**config.mk**
```make
export PLATFORM = sky130hd
export DESIGN_NAME = mux_scan_sequencer
export DESIGN_NICKNAME = d
export VERILOG_FILES = /design/src/rtl/mux_scan_pkg.sv /design/src/rtl/mux_scan_settle_timer.sv /design/src/rtl/mux_scan_sequencer.sv
export SDC_FILE = /design/constraint.sdc
export NUM_CORES = 1
export LEC_CHECK = 0
export ABC_AREA = 1
export CAP_MARGIN = 20
export CORE_ASPECT_RATIO = 1.4
export CORE_MARGIN = 4
export CORE_UTILIZATION = 39
export CTS_CLUSTER_SIZE = 10
export DETAILED_ROUTE_END_ITERATION = 10
export GPL_TIMING_DRIVEN = 0
export PLACE_DENSITY = 0.65
export SLEW_MARGIN = 10
export SYNTH_ARGS = -nofsm -noshare
export SYNTH_HDL_FRONTEND = slang
export SYNTH_SLANG_ARGS = --single-unit
```
**constraint.sdc**
```tcl
create_clock -name clk -period 3.7 [get_ports clk]
set_input_delay 0.555 -clock clk [delete_from_list [all_inputs] [get_ports clk]]
set_output_delay 0.555 -clock clk [all_outputs]
set_load 0.03 [all_outputs]
```
**src/rtl/mux_scan_pkg.sv**
```systemverilog
// mux_scan_pkg
// Shared definitions for the mux scan sequencer and its settle timer.
//   N_CH_DEF / SEL_W_DEF : default channel count and select width
//   SETTLE_MAX           : largest legal settle time (fits the 4-bit timer)
//   scan_state_e         : sequencer FSM encoding
package mux_scan_pkg;

  localparam int N_CH_DEF     = 32;
  localparam int SEL_W_DEF    = 5;
  localparam int SETTLE_MAX   = 15;
  localparam int SETTLE_CNT_W = 4;

  // State names carry an ST_ prefix so they never collide with the
  // SETTLE parameter of the modules that import this package.
  typedef enum logic [1:0] {
    ST_IDLE   = 2'd0,
    ST_SETTLE = 2'd1,
    ST_SAMPLE = 2'd2,
    ST_DONE   = 2'd3
  } scan_state_e;

  // State a channel visit starts in: with no settle time the select is
  // sampled straight away.
  function automatic scan_state_e scan_entry_state(input int settle);
    return (settle == 0) ? ST_SAMPLE : ST_SETTLE;
  endfunction

endpackage

```
**src/rtl/mux_scan_settle_timer.sv**
```systemverilog
// mux_scan_settle_timer
// Counts the settle cycles spent on one mux channel.
//   clk, rst_n : clock, asynchronous active-low reset
//   clr        : force the count back to 0 (has priority over en)
//   en         : advance the count by one
//   done       : count has reached SETTLE-1; constant 1 when SETTLE==0
module mux_scan_settle_timer
  import mux_scan_pkg::*;
#(
  parameter int SETTLE = 2
) (
  input  logic clk,
  input  logic rst_n,
  input  logic clr,
  input  logic en,
  output logic done
);

  localparam logic [SETTLE_CNT_W-1:0] LAST_CNT =
    SETTLE_CNT_W'((SETTLE == 0) ? 0 : SETTLE - 1);

  logic [SETTLE_CNT_W-1:0] count_q;
  logic [SETTLE_CNT_W-1:0] count_d;

  always_comb begin
    count_d = count_q;
    if (clr) begin
      count_d = '0;
    end else if (en) begin
      count_d = count_q + SETTLE_CNT_W'(1);
    end
  end

  always_ff @(posedge clk or negedge rst_n) begin
    if (!rst_n) begin
      count_q <= '0;
    end else begin
      count_q <= count_d;
    end
  end

  // With no settle time every cycle is a sample cycle, so the timer is
  // permanently finished.
  generate
    if (SETTLE == 0) begin : g_no_settle
      assign done = 1'b1;
    end else begin : g_settle
      assign done = (count_q == LAST_CNT);
    end
  endgenerate

endmodule

```
**src/rtl/mux_scan_sequencer.sv**
```systemverilog
// mux_scan_sequencer
// Steps a 32:1 mux select through every channel, waits SETTLE cycles after
// each select change, samples the mux output and packs the results into a
// frame word delivered on a valid/ready interface. Single-shot or
// continuous scanning.
//   clk, rst_n   : clock, asynchronous active-low reset
//   start        : begin a scan (only looked at in IDLE)
//   cont         : continuous mode, looked at on the frame handshake
//   mux_sel      : registered select to the mux
//   mux_y        : mux output
//   frame_data   : bit k = mux_y sampled while mux_sel==k
//   frame_valid  : frame_data holds a complete frame
//   frame_ready  : consumer accepts the frame
//   busy         : high in every state except IDLE
// Optional: define MUX_SCAN_PARITY_EN to add frame_parity, the XOR of all
// frame bits, registered together with frame_data.
module mux_scan_sequencer
  import mux_scan_pkg::*;
#(
  parameter int N_CH   = N_CH_DEF,
  parameter int SEL_W  = SEL_W_DEF,
  parameter int SETTLE = 2
) (
  input  logic             clk,
  input  logic             rst_n,
  input  logic             start,
  input  logic             cont,
  output logic [SEL_W-1:0] mux_sel,
  input  logic             mux_y,
  output logic [N_CH-1:0]  frame_data,
`ifdef MUX_SCAN_PARITY_EN
  output logic             frame_parity,
`endif
  output logic             frame_valid,
  input  logic             frame_ready,
  output logic             busy
);

  localparam scan_state_e      SCAN_ENTRY = scan_entry_state(SETTLE);
  localparam logic [SEL_W-1:0] LAST_CH    = SEL_W'(N_CH - 1);

  scan_state_e      state_q, state_d;
  logic [SEL_W-1:0] channel_q, channel_d;
  logic [N_CH-1:0]  shadow_q, shadow_d;
  logic [N_CH-1:0]  frame_data_q, frame_data_d;
  logic             frame_valid_q, frame_valid_d;

  logic settle_done;
  logic timer_clr;
  logic timer_en;

  // The timer only runs while settling and is parked at 0 everywhere else,
  // so every channel visit starts from a clean count.
  assign timer_en  = (state_q == ST_SETTLE);
  assign timer_clr = (state_q != ST_SETTLE) || settle_done;

  mux_scan_settle_timer #(
    .SETTLE (SETTLE)
  ) u_settle_timer (
    .clk   (clk),
    .rst_n (rst_n),
    .clr   (timer_clr),
    .en    (timer_en),
    .done  (settle_done)
  );

  always_comb begin
    state_d       = state_q;
    channel_d     = channel_q;
    shadow_d      = shadow_q;
    frame_data_d  = frame_data_q;
    frame_valid_d = frame_valid_q;

    case (state_q)
      ST_IDLE: begin
        if (start) begin
          channel_d = '0;
          state_d   = SCAN_ENTRY;
        end
      end

      ST_SETTLE: begin
        if (settle_done) begin
          state_d = ST_SAMPLE;
        end
      end

      ST_SAMPLE: begin
        shadow_d[channel_q] = mux_y;
        if (channel_q == LAST_CH) begin
          // The last bit comes straight from the mux; the shadow copy of it
          // is only written on this same edge.
          frame_data_d           = shadow_q;
          frame_data_d[N_CH-1]   = mux_y;
          frame_valid_d          = 1'b1;
          state_d                = ST_DONE;
        end else begin
          channel_d = channel_q + SEL_W'(1);
          state_d   = SCAN_ENTRY;
        end
      end

      ST_DONE: begin
        // The select stays on the last channel until the frame is taken;
        // start is deliberately not looked at here.
        if (frame_ready) begin
          frame_valid_d = 1'b0;
          channel_d     = '0;
          state_d       = cont ? SCAN_ENTRY : ST_IDLE;
        end
      end

      default: begin
        state_d = ST_IDLE;
      end
    endcase
  end

  always_ff @(posedge clk or negedge rst_n) begin
    if (!rst_n) begin
      state_q       <= ST_IDLE;
      channel_q     <= '0;
      shadow_q      <= '0;
      frame_data_q  <= '0;
      frame_valid_q <= 1'b0;
    end else begin
      state_q       <= state_d;
      channel_q     <= channel_d;
      shadow_q      <= shadow_d;
      frame_data_q  <= frame_data_d;
      frame_valid_q <= frame_valid_d;
    end
  end

`ifdef MUX_SCAN_PARITY_EN
  logic frame_parity_q;
  logic frame_parity_d;

  // Follows frame_data_d, so it changes on exactly the edges frame_data does.
  assign frame_parity_d = ^frame_data_d;

  always_ff @(posedge clk or negedge rst_n) begin
    if (!rst_n) begin
      frame_parity_q <= 1'b0;
    end else begin
      frame_parity_q <= frame_parity_d;
    end
  end

  assign frame_parity = frame_parity_q;
`endif

  // The channel register doubles as the mux select.
  assign mux_sel     = channel_q;
  assign frame_data  = frame_data_q;
  assign frame_valid = frame_valid_q;
  assign busy        = (state_q != ST_IDLE);

endmodule

```
==> qor.csv <==
metric,value,unit
WL/cell,12.86,um
worst path bufs/invs,3,
drt drc,0,
power consumption,1.780,mW
cts repair resizes,0,
Reg2Reg Depth,7,
mapped cell area,3213,um2
post-synthesis sequential area ratio,58.41,%
Worst Path Arrival,1880,ps
Vias/cell,4.715,
Synthesis Warnings,0,
top post-synthesis cells by area,"dfrtp_1 (58%), nand2_1 (10%), o21ai_0 (7.3%), mux2_2 (7.0%), ha_1 (4.7%)",
Post-Synth Simple-Gate Area,16.16,%
P_leak,1.893,nW
WHS,154.3,ps
pre-CTS setup slack,1634,ps
Crit Path Category,reg2out,
Final #Nets,401,
critical path depth in cells,4,
"Hold-fix buffers, CTS",0,
number of global-route vias before repair,2339,
Post-synth EDFFs,0,
"Hold Violations, Final",0,
maximum VDD drop,0.0002563,V
period utilisation layout,65.74,%
Initial Util,40.71,%
RSZ-0062 raised after global routing,false,
DR pass1 iterations,6,
GP Congestion,0.7642,
worst r2r src,mux_sel[0]$_DFFE_PN0P_,
Switching Fraction,31.67,%
"slowest stage cell, crit path",clkdlybuf4s50_1,
Worst path max stage delay,660,ps
CTS Buf Count,9,
Async SR Flop Fraction,100.0,%
Yosys reg bits,75,
drt initial violations,156,
skew final,10.96,ps
xor and xnor area share after synthesis,0.5452,%
"CTS clk-pin slew, worst paths",80,ps
Synth Area in Compound Gates,8.333,%
Post-Layout Cell Count,488,
"Setup Fix Bufs, Post-CTS",0,
die height,115.4,um
Worst Tran Pin Value,488.1,ps
Worst-Skew Late Latency,360,ps
"delay-heaviest family, CP",buffers and inverters,
Netlist cell types,20,
CTS tree,done,
Final Util,50.24,%
crit-path max FO,6,
P&R area growth vs syn,23.40,%
Die Area,9775,um2
row count,38,
largest family of logic cells by synthesized area,simple AND/OR/NAND/NOR gates,
"Non-Filler Cell Area, Final",3965,um2
worst reg2reg path endpoint,frame_data[10]$_DFFE_PN0P_,
syn_area_per_cell,9.826,um2
Sum Neg Setup Slack,0,ps
post-layout min period,2432,ps
Startpoint Class,flip-flop,
ys flop type,dfrtp_1,
syn_nets,345,
post-place instance area,3796,um2
CTS H-tree depth,3,
Pwr Density,449.0,nW/um2
Hold WC Path Type,in2async,
Logic pwr share,18.0,%
CTS root buffer,clkbuf_8,
final WL,6276,um
CP endpoint kind,output pin,
Antenna Nets Post-Route,0,
post-synth top area cell,dfrtp_1,
initial antenna violation count,0,
slew margin rel.,67.39,%
CTS Buffer Depth,2,
Final Max Tran Viols,0,
antenna fix cells,0,
Clock power frac,30.5,%
first-pass GRT wire length,11010,um
CORE AREA,7893,um2
Die X,84.71,um
vias,2301,
largest net degree at the start of global routing,40,
total grt overflow,0,
PnR worst setup slack,1268,ps
crit path capture,busy,
# setup viols final,0,
CTS sink cnt,75,
Post-Place Cells,472,
"most used cell, CP",inv_1,
Psw,563.9,uW
Reg power frac,51.5,%
R2R setup slack,1620,ps
adder-cell area share of the yosys netlist,4.673,%
internal power,1.216,mW
status,completed,
Max Cap Viol,0,
Ports,45,
CP Cell Sequence,inv_1 -> ha_1 -> inv_1 -> clkdlybuf4s50_1,
share of cells above drive strength 1,12.89,%
port buffer count,44,
Worst EP required,3140,ps
GR Util All Layers,14.48,%
post-synth top area share,58.41,%
Max Fclk,411.1,MHz
Post-Syn Instances,327,
mux share of post-synthesis cell area,7.009,%
Post-DP HPWL,4528,um
Worst Setup SP,state_q[0]$_DFFE_PN0P_,
-- cell usage in the layout (no fill, tap or decap), types with 2 or more instances in the layout --
master           instances
nor2_1                  18
nand2_1                 89
clkinv_2                 3
buf_2                    5
clkbuf_1                 5
o21ai_1                  5
clkbuf_8                 9
dfrtp_1                 75
nor3_2                   4
clkinvlp_4               4
nand4_1                  2
nand3_1                  9
inv_1                   29
mux2_2                  20
o21ai_0                 47
clkdlybuf4s50_1         43
ha_1                    12
-- registers in the layout, summed over array words and instances (netlist names) --
signal                  cells
frame_data                 32
state_q                     2
u_settle_timer.count_q      4
mux_sel                     5
shadow_q                   31
frame_valid                 1
-- power by group through the flow --
stage	sequential (mW)	clock [mW]	combinational, mW
floorplan	0.933	0	0.209
global placement	0.929	0	0.315
detailed placement	0.932	0	0.326
CTS	0.916	0.564	0.328
global route	0.927	0.594	0.378
finish	0.917	0.544	0.320
-- logic make-up (layout without fill, tap and decap cells) --
kind of cell               count (synthesis)  after routing
and+or+nand+nor                          125            125
muxes                                     20             20
adders and majority gates                 12             12
DFF                                       75             75
AOI/OAI and AO/OA                         53             53
buffers and inverters                     40            101
xor gates and xnor gates                   2              2
-- cell usage after synthesis (2+ instances only) --
cell / instances
nor2_1: 18
o21ai_0: 47
buf_2: 5
nor3_2: 4
clkbuf_1: 5
nand3_1: 9
mux2_2: 20
nand4_1: 2
inv_1: 29
o21ai_1: 5
dfrtp_1: 75
ha_1: 12
nand2_1: 89
-- layer usage --
layer	GRT usage (%)	vias up	share of wire, %
met5	0	-	0
met4	8.553	0	3.0
met3	3.943	11	4.5
met2	23.47	44	47
met1	17.24	1083	45
li1	-	1163	-
-- layout make-up --
type | count | area, um2
fill | 766 | 3928
sequential | 75 | 1877
buffer | 10 | 43.79
multi-input combinational | 212 | 1180
timing repair buffer | 45 | 457.9
inverter | 30 | 112.6
clock buffer | 9 | 123.9
tap | 100 | 125.1
clock inverter | 7 | 45.04
-- worst min path at each step --
stage,from,to,slack [ps],cells after the start
after detailed placement,shadow_q[5]$_DFFE_PN0P_,shadow_q[5]$_DFFE_PN0P_,480,2
after global routing,rst_n,frame_data[2]$_DFFE_PN0P_,170,1
after CTS,rst_n,frame_data[6]$_DFFE_PN0P_,150,1
after global placement,shadow_q[6]$_DFFE_PN0P_,shadow_q[6]$_DFFE_PN0P_,460,2
final,rst_n,frame_data[2]$_DFFE_PN0P_,150,1
after floorplan,rst_n,frame_data[0]$_DFFE_PN0P_,260,0
-- worst reg2reg max path: stages, from the launching register on --
cell	delay [ps]
dfrtp_1	470
ha_1	260
nand2_1	90
nor2_1	40
ha_1	200
nand2_2	220
buf_2	310
mux2_2	370
No activity file was read; power rests on OpenSTA's default activity.
